[config.mk]
export PLATFORM = sky130hd
export DESIGN_NAME = fp_alu_stream
export DESIGN_NICKNAME = d
export VERILOG_FILES = /design/src/rtl/fp_alu_stream.sv
export SDC_FILE = /design/constraint.sdc
export NUM_CORES = 2
export LEC_CHECK = 0
export CAP_MARGIN = 20
export CORE_ASPECT_RATIO = 1.4
export CORE_UTILIZATION = 45
export DETAILED_ROUTE_END_ITERATION = 8
export SLEW_MARGIN = 40
export SYNTH_ARGS = -nofsm -noshare
export SYNTH_HDL_FRONTEND = slang
export SYNTH_SLANG_ARGS = --single-unit
[constraint.sdc]
create_clock -name clk -period 4.6 [get_ports clk]
set_input_delay 0.92 -clock clk [delete_from_list [all_inputs] [get_ports clk]]
set_output_delay 0.92 -clock clk [all_outputs]
set_load 0.02 [all_outputs]
[src/rtl/fp_alu_stream.sv]
// Streaming FP ADD/SUB/MUL: latency L+1 (L = max wrapper depth), in order; output FIFO credit-guarded so out_ready stalls never drop work.
// Optional stat_ops/stat_stalls counters are built when FP_ALU_STREAM_STATS_EN is defined.

module fp_delay #(
  parameter int W = 1,
  parameter int N = 0
) (
  input  logic         clk,
  input  logic         rst_n,
  input  logic [W-1:0] din,
  output logic [W-1:0] dout
);
  if (N == 0) begin : g_wire
    logic unused_ok;
    assign unused_ok = clk ^ rst_n;
    assign dout = din;
  end else begin : g_pipe
    logic [W-1:0] pipe_q [N];
    logic [W-1:0] pipe_d [N];
    always_comb begin
      pipe_d[0] = din;
      for (int i = 1; i < N; i++) pipe_d[i] = pipe_q[i-1];
    end
    always_ff @(posedge clk or negedge rst_n) begin
      if (!rst_n) for (int i = 0; i < N; i++) pipe_q[i] <= '0;
      else        pipe_q <= pipe_d;
    end
    assign dout = pipe_q[N-1];
  end
endmodule

module FP_Adder_Wrapper #(
  parameter int STAGES = 2
) (
  input  logic        clk,
  input  logic        rst,
  input  logic [31:0] a,
  input  logic [31:0] b,
  output logic [31:0] result
);
  logic [31:0] x, y, sum;
  logic [7:0]  d;
  logic [24:0] mx, my, mag;
  logic [4:0]  sh;
  logic        found;
  int          e;

  // Truncating add; operands swapped so x carries the larger magnitude and the result sign.
  always_comb begin
    if (a[30:0] >= b[30:0]) begin x = a; y = b; end
    else begin x = b; y = a; end
    d   = x[30:23] - y[30:23];
    mx  = {1'b0, |x[30:23], x[22:0]};
    my  = {1'b0, |y[30:23], y[22:0]};
    my  = (d > 8'd24) ? '0 : my >> d;
    mag = (x[31] == y[31]) ? mx + my : mx - my;
    e   = int'(x[30:23]);
    sh  = '0;
    found = 1'b0;
    if (mag[24]) begin
      mag = mag >> 1;
      e   = e + 1;
    end else begin
      for (int i = 23; i >= 0; i--)
        if (!found && mag[i]) begin sh = 5'(23 - i); found = 1'b1; end
      mag = mag << sh;
      e   = e - int'(sh);
    end
    if (mag == '0 || e <= 0) sum = '0;
    else if (e >= 255)       sum = {x[31], 8'hFF, 23'h0};
    else                     sum = {x[31], e[7:0], mag[22:0]};
  end

  fp_delay #(.W(32), .N(STAGES)) u_pipe (.clk(clk), .rst_n(~rst), .din(sum), .dout(result));
endmodule

module FP_Mult_Wrapper #(
  parameter int STAGES = 3
) (
  input  logic        clk,
  input  logic        rst,
  input  logic [31:0] a,
  input  logic [31:0] b,
  output logic [31:0] result,
  output logic        exception,
  output logic        overflow,
  output logic        underflow
);
  logic [47:0] ma, mb, prod;
  logic [22:0] frac;
  logic [31:0] res;
  logic        sgn, exc, ovf, unf;
  logic        unused_lo;
  int          e;

  always_comb begin
    sgn  = a[31] ^ b[31];
    ma   = {24'h0, |a[30:23], a[22:0]};
    mb   = {24'h0, |b[30:23], b[22:0]};
    prod = ma * mb;
    e    = int'(a[30:23]) + int'(b[30:23]) - 127;
    if (prod[47]) begin frac = prod[46:24]; e = e + 1; end
    else frac = prod[45:23];
    res = '0;
    exc = 1'b0;
    ovf = 1'b0;
    unf = 1'b0;
    if (a[30:23] == 8'hFF || b[30:23] == 8'hFF) begin
      res = 32'h7FC0_0000;
      exc = 1'b1;
    end else if (a[30:23] == 8'h00 || b[30:23] == 8'h00) begin
      res = {sgn, 31'h0};
    end else if (e >= 255) begin
      res = {sgn, 8'hFF, 23'h0};
      exc = 1'b1;
      ovf = 1'b1;
    end else if (e <= 0) begin
      res = {sgn, 31'h0};
      exc = 1'b1;
      unf = 1'b1;
    end else begin
      res = {sgn, e[7:0], frac};
    end
  end
  assign unused_lo = ^prod[22:0];

  fp_delay #(.W(35), .N(STAGES)) u_pipe (
    .clk(clk), .rst_n(~rst), .din({exc, ovf, unf, res}),
    .dout({exception, overflow, underflow, result})
  );
endmodule

module fp_alu_stream #(
  parameter int ADDER_STAGES = 2,
  parameter int MULT_STAGES  = 3,
  parameter int TAG_W        = 4,
  parameter int FIFO_DEPTH   = 5
) (
  input  logic             clk,
  input  logic             reset_n,
  input  logic             in_valid,
  output logic             in_ready,
  input  logic [31:0]      in_a,
  input  logic [31:0]      in_b,
  input  logic [1:0]       in_op,
  input  logic [TAG_W-1:0] in_tag,
  output logic             out_valid,
  input  logic             out_ready,
  output logic [31:0]      out_result,
  output logic [TAG_W-1:0] out_tag,
  output logic             out_exception,
  output logic             out_overflow,
  output logic             out_underflow
`ifdef FP_ALU_STREAM_STATS_EN
  ,
  output logic [31:0]      stat_ops,
  output logic [31:0]      stat_stalls
`endif
);
  localparam int L  = (ADDER_STAGES > MULT_STAGES) ? ADDER_STAGES : MULT_STAGES;
  localparam int PW = $clog2(FIFO_DEPTH);
  localparam int CW = $clog2(FIFO_DEPTH + 1);

  typedef struct packed {
    logic             vld;
    logic [1:0]       op;
    logic [TAG_W-1:0] tag;
  } stg_t;

  typedef struct packed {
    logic [31:0]      res;
    logic [TAG_W-1:0] tag;
    logic             exc;
    logic             ovf;
    logic             unf;
  } ent_t;

  logic          acc, dlv, push;
  logic [31:0]   b_eff, add_raw, add_al;
  logic [34:0]   mul_raw, mul_al;
  stg_t          stg_q [L];
  stg_t          stg_d [L];
  ent_t          push_ent, head;
  ent_t          mem_q [FIFO_DEPTH];
  logic [PW-1:0] wr_q, wr_d, rd_q, rd_d;
  logic [CW-1:0] occ_q, occ_d, cnt_q, cnt_d;
  logic          rdy_q, rdy_d;

  assign b_eff = (in_op == 2'b01) ? {~in_b[31], in_b[30:0]} : in_b;

  FP_Adder_Wrapper #(.STAGES(ADDER_STAGES)) u_add (
    .clk(clk), .rst(~reset_n), .a(in_a), .b(b_eff), .result(add_raw)
  );
  FP_Mult_Wrapper #(.STAGES(MULT_STAGES)) u_mul (
    .clk(clk), .rst(~reset_n), .a(in_a), .b(in_b), .result(mul_raw[31:0]),
    .exception(mul_raw[34]), .overflow(mul_raw[33]), .underflow(mul_raw[32])
  );

  // Pad the shorter unit so both results land at stage L with their request's valid/op/tag.
  fp_delay #(.W(32), .N(L - ADDER_STAGES)) u_add_al (.clk(clk), .rst_n(reset_n), .din(add_raw), .dout(add_al));
  fp_delay #(.W(35), .N(L - MULT_STAGES))  u_mul_al (.clk(clk), .rst_n(reset_n), .din(mul_raw), .dout(mul_al));

  assign acc = in_valid & rdy_q;
  assign out_valid = (occ_q != '0);
  assign dlv = out_valid & out_ready;
  assign push = stg_q[L-1].vld;
  assign in_ready = rdy_q;

  always_comb begin
    stg_d[0].vld = acc;
    stg_d[0].op  = in_op;
    stg_d[0].tag = in_tag;
    for (int i = 1; i < L; i++) stg_d[i] = stg_q[i-1];
  end

  always_comb begin
    push_ent = '0;
    push_ent.tag = stg_q[L-1].tag;
    case (stg_q[L-1].op)
      2'b00, 2'b01: push_ent.res = add_al;
      2'b10:        {push_ent.exc, push_ent.ovf, push_ent.unf, push_ent.res} = mul_al;
      default:      push_ent.exc = 1'b1;
    endcase
  end

  // cnt counts every accepted-but-undelivered request, so pipeline contents always have a FIFO slot.
  always_comb begin
    wr_d = wr_q;
    if (push) wr_d = (wr_q == PW'(FIFO_DEPTH - 1)) ? '0 : wr_q + 1'b1;
    rd_d = rd_q;
    if (dlv) rd_d = (rd_q == PW'(FIFO_DEPTH - 1)) ? '0 : rd_q + 1'b1;
    occ_d = occ_q;
    if (push && !dlv)      occ_d = occ_q + 1'b1;
    else if (!push && dlv) occ_d = occ_q - 1'b1;
    cnt_d = cnt_q;
    if (acc && !dlv)      cnt_d = cnt_q + 1'b1;
    else if (!acc && dlv) cnt_d = cnt_q - 1'b1;
    rdy_d = (cnt_d < CW'(FIFO_DEPTH));
  end

  always_ff @(posedge clk or negedge reset_n) begin
    if (!reset_n) begin
      for (int i = 0; i < L; i++) stg_q[i] <= '0;
      wr_q  <= '0;
      rd_q  <= '0;
      occ_q <= '0;
      cnt_q <= '0;
      rdy_q <= 1'b0;
    end else begin
      stg_q <= stg_d;
      wr_q  <= wr_d;
      rd_q  <= rd_d;
      occ_q <= occ_d;
      cnt_q <= cnt_d;
      rdy_q <= rdy_d;
    end
  end

  always_ff @(posedge clk) begin
    if (push) mem_q[wr_q] <= push_ent;
  end

  assign head          = mem_q[rd_q];
  assign out_result    = out_valid ? head.res : '0;
  assign out_tag       = out_valid ? head.tag : '0;
  assign out_exception = out_valid & head.exc;
  assign out_overflow  = out_valid & head.ovf;
  assign out_underflow = out_valid & head.unf;

`ifdef FP_ALU_STREAM_STATS_EN
  logic [31:0] ops_q, ops_d, stalls_q, stalls_d;

  always_comb begin
    ops_d    = ops_q + {31'h0, acc};
    stalls_d = stalls_q + {31'h0, in_valid & ~rdy_q};
  end

  always_ff @(posedge clk or negedge reset_n) begin
    if (!reset_n) begin
      ops_q    <= '0;
      stalls_q <= '0;
    end else begin
      ops_q    <= ops_d;
      stalls_q <= stalls_d;
    end
  end

  assign stat_ops    = ops_q;
  assign stat_stalls = stalls_q;
`endif
endmodule

# --- After elaboration in Yosys (flattened, before gate mapping) ---
# Memories as Yosys holds them, arrays and structs flattened.
# Cells that the tools add are included.
classes:
  addsub: 14
  multipliers: 1
  order_cmp: 7
  n_eq_ne: 8
  shift: 2
  mux: 108
  bitwise: 7
  n_reduce_logical: 67
op_table:
  columns: ["cell", "count"]
  rows:
  - ["two-way mux 32 bit", 8]
  - ["two-way mux 31 bit", 4]
  - ["two-way mux 25 bit", 3]
  - ["greater-or-equal comparator 32 x 9 -> 1 bit, second input constant", 2]
  - ["<= comparator 32 x 1 -> 1 bit, second input constant", 2]
  - ["one-hot mux 32 bit (2 select lines)", 1]
  - ["two-way mux 1 bit", 59]
  - ["multiplier 24 x 24 -> 48 bit", 1]
  - ["two-way mux 5 bit", 9]
  - ["two-way mux 4 bit", 9]
  - ["adder 32 x 2 -> 32 bit, second input constant", 1]
  - ["OR reduction 8 bit", 4]
  - ["subtractor 32 x 8 -> 32 bit, second input constant", 1]
  - ["greater-or-equal comparator 31 bit", 1]
  - ["two-way mux 3 bit", 10]
  - ["logical AND 1 bit", 27]
  - ["zero test 1 bit", 26]
  - ["adder 24 x 25 -> 25 bit", 1]
  - ["zero test 25 bit", 1]
  - ["left shift 25 x 5 -> 25 bit", 1]
  - [">> shifter 24 x 8 -> 25 bit", 1]
  - ["subtractor 24 x 25 -> 25 bit", 1]
  - ["two-way mux 23 bit", 1]
  - ["equality test 8 bit, second input constant", 2]
  - ["23 further kinds", 38]
word_totals:
  register_bits: 235
  ramBits: 195
  input_bits: 74
  out_inout_bits: 41
  elab_cells: 235
  n_memories: 1
mem_list:
  columns: ["name", "words", "word_bits", "read_ports", "rd_clocked_by_memory_dff", "wr", "line", "text"]
  rows:
  - ["mem_q", 5, 39, 1, 0, 1, "184", "ent_t mem_q [FIFO_DEPTH];"]

# --- Depth between registers and ports, before layout ---
depth:
  word_depth: 108
  mapped_depth: 60
  depth_no_buf: 50

# --- Hierarchy ---
# Synthesis repeated with hierarchy kept, for this count alone.
hier_totals:
  cells_unflattened: 4377
  area_unflattened_um2: 42423.2
modules_own_cells:
  columns: ["module", "n_inst", "cells_each", "area_per_inst_um2", "seq_area_each_um2"]
  rows:
  - ["FP_Mult_Wrapper", 1, 2317, 19738.9, 0.0]
  - ["fp_alu_stream", 1, 541, 9192.6, 6706.4]
  - ["FP_Adder_Wrapper", 1, 1283, 8199.1, 0.0]
  - ["fp_delay at u_mul.u_pipe", 1, 105, 2627.5, 2627.5]
  - ["fp_delay at u_add.u_pipe", 1, 64, 1601.5, 1601.5]
  - ["fp_delay at u_add_al", 1, 32, 800.8, 800.8]
  - ["fp_delay at u_mul_al", 1, 35, 262.8, 0.0]

# --- Worst setup path before layout ---
# No wires, ideal clock.
synth_path:
  path_kind: "input port to flip-flop"
  startpoint: "input port in_a[0]"
  endpoint: "register u_add.u_pipe.g_pipe.pipe_q, in the netlist u_add.u_pipe.g_pipe.pipe_d[12]"
  setup_ns: 0.139
  t_arrival_ns: 12.768
  t_required_ns: 4.461
  setup_slack_ns: -8.307
  stages: 54
  n_path_buf: 8
  path_cell_list: "clkbuf_1 > clkinv_1 > buf_1 > ha_1 > nand2b_1 > a2111oi_0 > nor3_1 > nor4b_2 > o21a_1 > buf_6 > buf_2 > clkbuf_1 > nor2_1 > nor2_1 > ha_1 > a21oi_1 > xnor2_1 > mux2i_4 > [... 18 more ...] > nor4bb_1 > nand4_1 > or3_1 > o2bb2ai_2 > clkinv_1 > ha_1 > fa_1 > nor2b_1 > o21ai_0 > nand2b_1 > a21oi_1 > and2_1 > nor4_1 > nor3b_1 > a21oi_1 > a2111oi_4 > buf_6 > nor4_1"
synth_via:
  elab_chain_len: 106
  elab_cells_between_ends: 140
  classes_between: "add/sub: 5; order compare: 4; eq/ne: 1; shift: 2; mux: 78; reduce/logical: 50"
synth_lines:
  columns: ["item", "line", "text"]
  rows:
  - ["from (decl)", "143", "input logic [31:0] in_a,"]
  - ["greater-or-equal comparator 31 bit", "50", "if (a[30:0] >= b[30:0]) begin x = a; y = b; end"]
  - ["two-way mux 32 bit", "50", null]
  - ["subtractor 8 bit / OR reduction 8 bit (equally long branches)", "52, 54", null]
  - [">> shifter 24 x 8 -> 25 bit / > comparator 8 x 5 -> 1 bit (equally long branches)", "55", "my = (d > 8'd24) ? '0 : my >> d;"]
  - ["two-way mux 25 bit", "55", null]
  - ["subtractor 24 x 25 -> 25 bit / adder 24 x 25 -> 25 bit (equally long branches)", "56", "mag = (x[31] == y[31]) ? mx + my : mx - my;"]
  - ["two-way mux 25 bit", "56", null]
  - ["two-way mux 1 bit", "65", "if (!found && mag[i]) begin sh = 5'(23 - i); found = 1'b1; end"]
  - ["[... 91 more ...]", null, null]
  - ["two-way mux 5 bit", "65", null]
  - ["two-way mux 5 bit", "60", "if (mag[24]) begin"]
  - ["subtractor 8 x 5 -> 9 bit / left shift 25 x 5 -> 25 bit (equally long branches)", "67, 66", null]
  - ["two-way mux 32 bit / two-way mux 25 bit (equally long branches)", "60", null]
  - ["greater-or-equal comparator 32 x 9 -> 1 bit (tied with other cells)", "70", "else if (e >= 255) sum = {x[31], 8'hFF, 23'h0};"]
  - ["two-way mux 31 bit / logical OR 1 bit (equally long branches)", "70, 69", null]
  - ["two-way mux 32 bit (*)", "69", "if (mag == '0 || e <= 0) sum = '0;"]
  - ["named net u_add.sum[12]", "41", "logic [31:0] x, y, sum;"]
  - ["to (signal assigned)", "26", "else pipe_q <= pipe_d;"]
  - ["to (decl)", "18", "logic [W-1:0] pipe_q [N];"]
# Mark *: on every way through the listed nets, which the timed path passes. The rest lies on a longest branch. The select of a mux whose other input is x is not followed.
# A chain may end at the register's enable or synchronous reset.

# --- Worst setup path in the final report ---
layout_path:
  startpoint: "input port in_a[24]"
  endpoint: "register u_add.u_pipe.g_pipe.pipe_q, in the netlist u_add.u_pipe.g_pipe.pipe_d[19]"
# The elaborated chain is that of the path after synthesis.

==> metrics.txt <==
status finished, violations left; failing checks negative setup slack; port bufs 114; Post-Syn Instances 4,115; FMAX between 90 and 100 MHz; Worst Path Class, Setup in2reg; total grt overflow 0; antenna violations before repair 0; Slowest-stage cell, CP or4b_4; routability cong. 0.943; Setup Skew ~0.023 ns; Yosys cell types 99; dpl cells approximately 5,800; die extent in x between 200 and 300 µm; unrepaired setup endpoints after global routing yes; Slew Limit Fails 0; drt initial violations 1,857; die height 360 µm; Post-Route WL around 130 mm; CTS Buf Count 31; commonest non-fill, non-tap cells in the layout buf_4, inv_1, nand2_1, fa_1, ha_1; fill count approximately 7,900; min-delay worst type in2async; htree depth 1; Final ANT Viol Nets 0; Initial Util 45.7%; startpoint class of the critical path input pin; Final nets 5,555; worst path required time slightly above 5 ns; I/O pin count 115; Synth async-reset ratio between 50% and 60%; number of remaining DRC errors 0; share of layout cells above drive strength 1 22.8%; Syn Nets 4,950; CP delay by family, top simple AND/OR/NAND/NOR gates; root buffer cell clkbuf_16; post-route setup slack -5.93 ns; die area a little over 90,000 µm²; largest net degree at the start of global routing 76; Mapped Area 41,200 µm²; Tmin final 10.53 ns; crit-path max cell delay approximately 0.57 ns; CP Capture Type flip-flop; Routed WL per cell 21.2 µm; Setup Viol. Count Final 66; Crit path arrival time between 10 and 15 ns; Area growth, synth to finish 23.0%; worst reg2reg startpoint occ_q[0]; clock buffer depth 3; Seq/Total Area, Yosys about 29%; drt first pass iters 7; commonest non-fill, non-tap cell in the layout buf_4; simple-gate portion of the synthesized area 14.2%; CP max FO 7; Mapped Avg Cell Area 10.0 µm²; FP Rows 130; dpl hpwl 97.9 mm; Max-slew headroom 42.4%; Clock transition at path regs 0.07 ns; Critical Path Source in_a[24]; Top FF cell, synth dfrtp_1; reg-to-reg slack, setup approximately 1.9 ns; Compound-Gate Fraction of Synth Area under 10%; WP buf/inv 5; max_cap viols 0; # diodes 0; vias in the first global route 34,378; routed vias/inst 5.44; final hold viol count 0; CTS Sinks 430; CTS tree done; Post-Synth Adder-Cell Area 32.0%; core box area 90,100 µm²; multiplexer share of the synthesized area 7.21%; Worst Max-Slew Pin Slew 0.863 ns; largest family of logic cells by synthesized area adder cells; clock latency on the worst-skew pair ~0.60 ns; first-pass GRT wire length 196 mm; Yosys warnings 0; All-Layer GR Usage 27.6%; EDFF count, synth 195; vias approximately 32,000; fin crit share 229%; FF+latch count, synth 430; Post-Synth XOR/XNOR Area approximately 2.3%; Finished Layout Cells 5,933
-- kinds of logic after synthesis --
group                    count (synthesis)
AND/OR/NAND/NOR                       1251
buffers and inverters                  839
adder cells (fa/ha/maj)                761
AO/OA/AOI/OAI                          504
multiplexers                           227
flip-flops                             430
XOR/XNOR                               103
-- registers in the layout, summed over array words and instances, names as in the netlist, 2 cells and up --
name and flops:
u_add.u_pipe.g_pipe.pipe_d 32, u_add_al.dout 32, occ_q 3, stg_q 2
push_ent 4, stg_d 14, rd_q 3, u_mul.u_pipe.g_pipe.pipe_d 70
wr_q 3, u_add.u_pipe.dout 32, u_mul.u_pipe.dout 35, mem_q 195
cnt_q 3
-- synthesized netlist by cell type, types with 10 or more instances --
library cell,count,area share [%]
o221ai_1,10,0.21
o31ai_1,10,0.18
o211ai_1,14,0.26
mux4_2,53,2.9
nand2b_1,24,0.36
and3_1,26,0.40
o21a_1,21,0.38
nor4_1,34,0.52
nand3_1,51,0.62
nand4_1,25,0.38
ha_1,276,8.4
o21bai_1,10,0.18
buf_1,21,0.19
a31oi_1,25,0.38
nor3_1,69,0.84
mux2_2,15,0.41
or2_2,14,0.21
fa_1,485,24
mux2i_1,157,3.8
a21oi_1,125,1.5
nand2_1,536,4.9
edfxtp_1,195,14
dfrtp_1,235,14
clkbuf_1,194,1.8
a211oi_1,18,0.33
nor2_1,231,2.1
xnor2_1,64,1.4
o21ai_0,111,1.3
a2111oi_0,10,0.21
xor2_1,34,0.72
o22ai_1,34,0.52
inv_1,603,5.5
a21o_1,33,0.60
or3_1,16,0.24
nor2b_1,19,0.29
and2_1,171,2.6
-- metal layers --
metal	vias to the layer above	global-route usage (%)	share of wire (%)
li1	14683	-	-
met5	-	0	0
met4	0	16.6	7.1
met1	16202	31.8	38
met3	367	2.63	4.6
met2	1013	49.2	51
-- per-stage QoR --
step | setup WS [ns] | setup TNS [ns] | area (µm²) | util [%] | hold slack, ns
floorplan | -6.66 | -324.12 | 42600 | - | 0.331
global placement | -7.14 | -408.52 | 48600 | 54.0 | 0.331
detailed placement | -7.27 | -417.34 | 48700 | 54.0 | 0.335
CTS | -6.08 | -345.06 | 50500 | 56.1 | 0.201
global route | -6.50 | -368.33 | 50600 | 56.2 | 0.228
finish | -5.93 | -341.57 | 50600 | 56.2 | 0.202
-- final cells by class --
type | count | area (µm²) | share of cell area [%]
Inverter | 609 | 2320 | 4.59
Clock inverter | 14 | 165 | 0.326
Timing Repair Buffer | 802 | 6480 | 12.8
Sequential cell | 430 | 11700 | 23.2
Multi-Input combinational cell | 2846 | 27600 | 54.5
Tap cell | 1188 | 1490 | 2.93
Clock buffer | 44 | 871 | 1.72
-- final timing paths --
kind                                                   to  cells after the start
min                                              occ_q[1]                      1
max in group asynchronous           u_add.u_pipe.dout[31]                      3
min in group clk                              push_ent[3]                      0
min reg2reg                                   push_ent[3]                      0
max reg2reg                                      occ_q[2]                     11
max                        u_add.u_pipe.g_pipe.pipe_d[19]                     53
-- worst reg2reg max path, stage by stage (launching register included) --
cell,delay [ns]
dfrtp_1,0.44
nor3_2,0.19
buf_4,0.40
inv_1,0.13
and2_1,0.29
inv_1,0.15
ha_1,0.21
inv_1,0.06
fa_1,0.37
xor2_1,0.15
nor2_1,0.11
xor2_1,0.16
-- what timing repair did --
| item | 4_1_cts | 5_1_grt |
|---|---|---|
| hold endpoints to repair | 0 | 0 |
| buffers inserted | 29 | 7 |
| setup endpoints to repair | 66 | 66 |
| resized for setup | 216 | 79 |
| pin swaps | 70 | 28 |
| gates cloned | 3 | 0 |
| hold buffers | 0 | 0 |
Power is left out: the tool's default activity adds up to more than one toggle a clock period on the data nets, which glitch-free logic cannot reach.
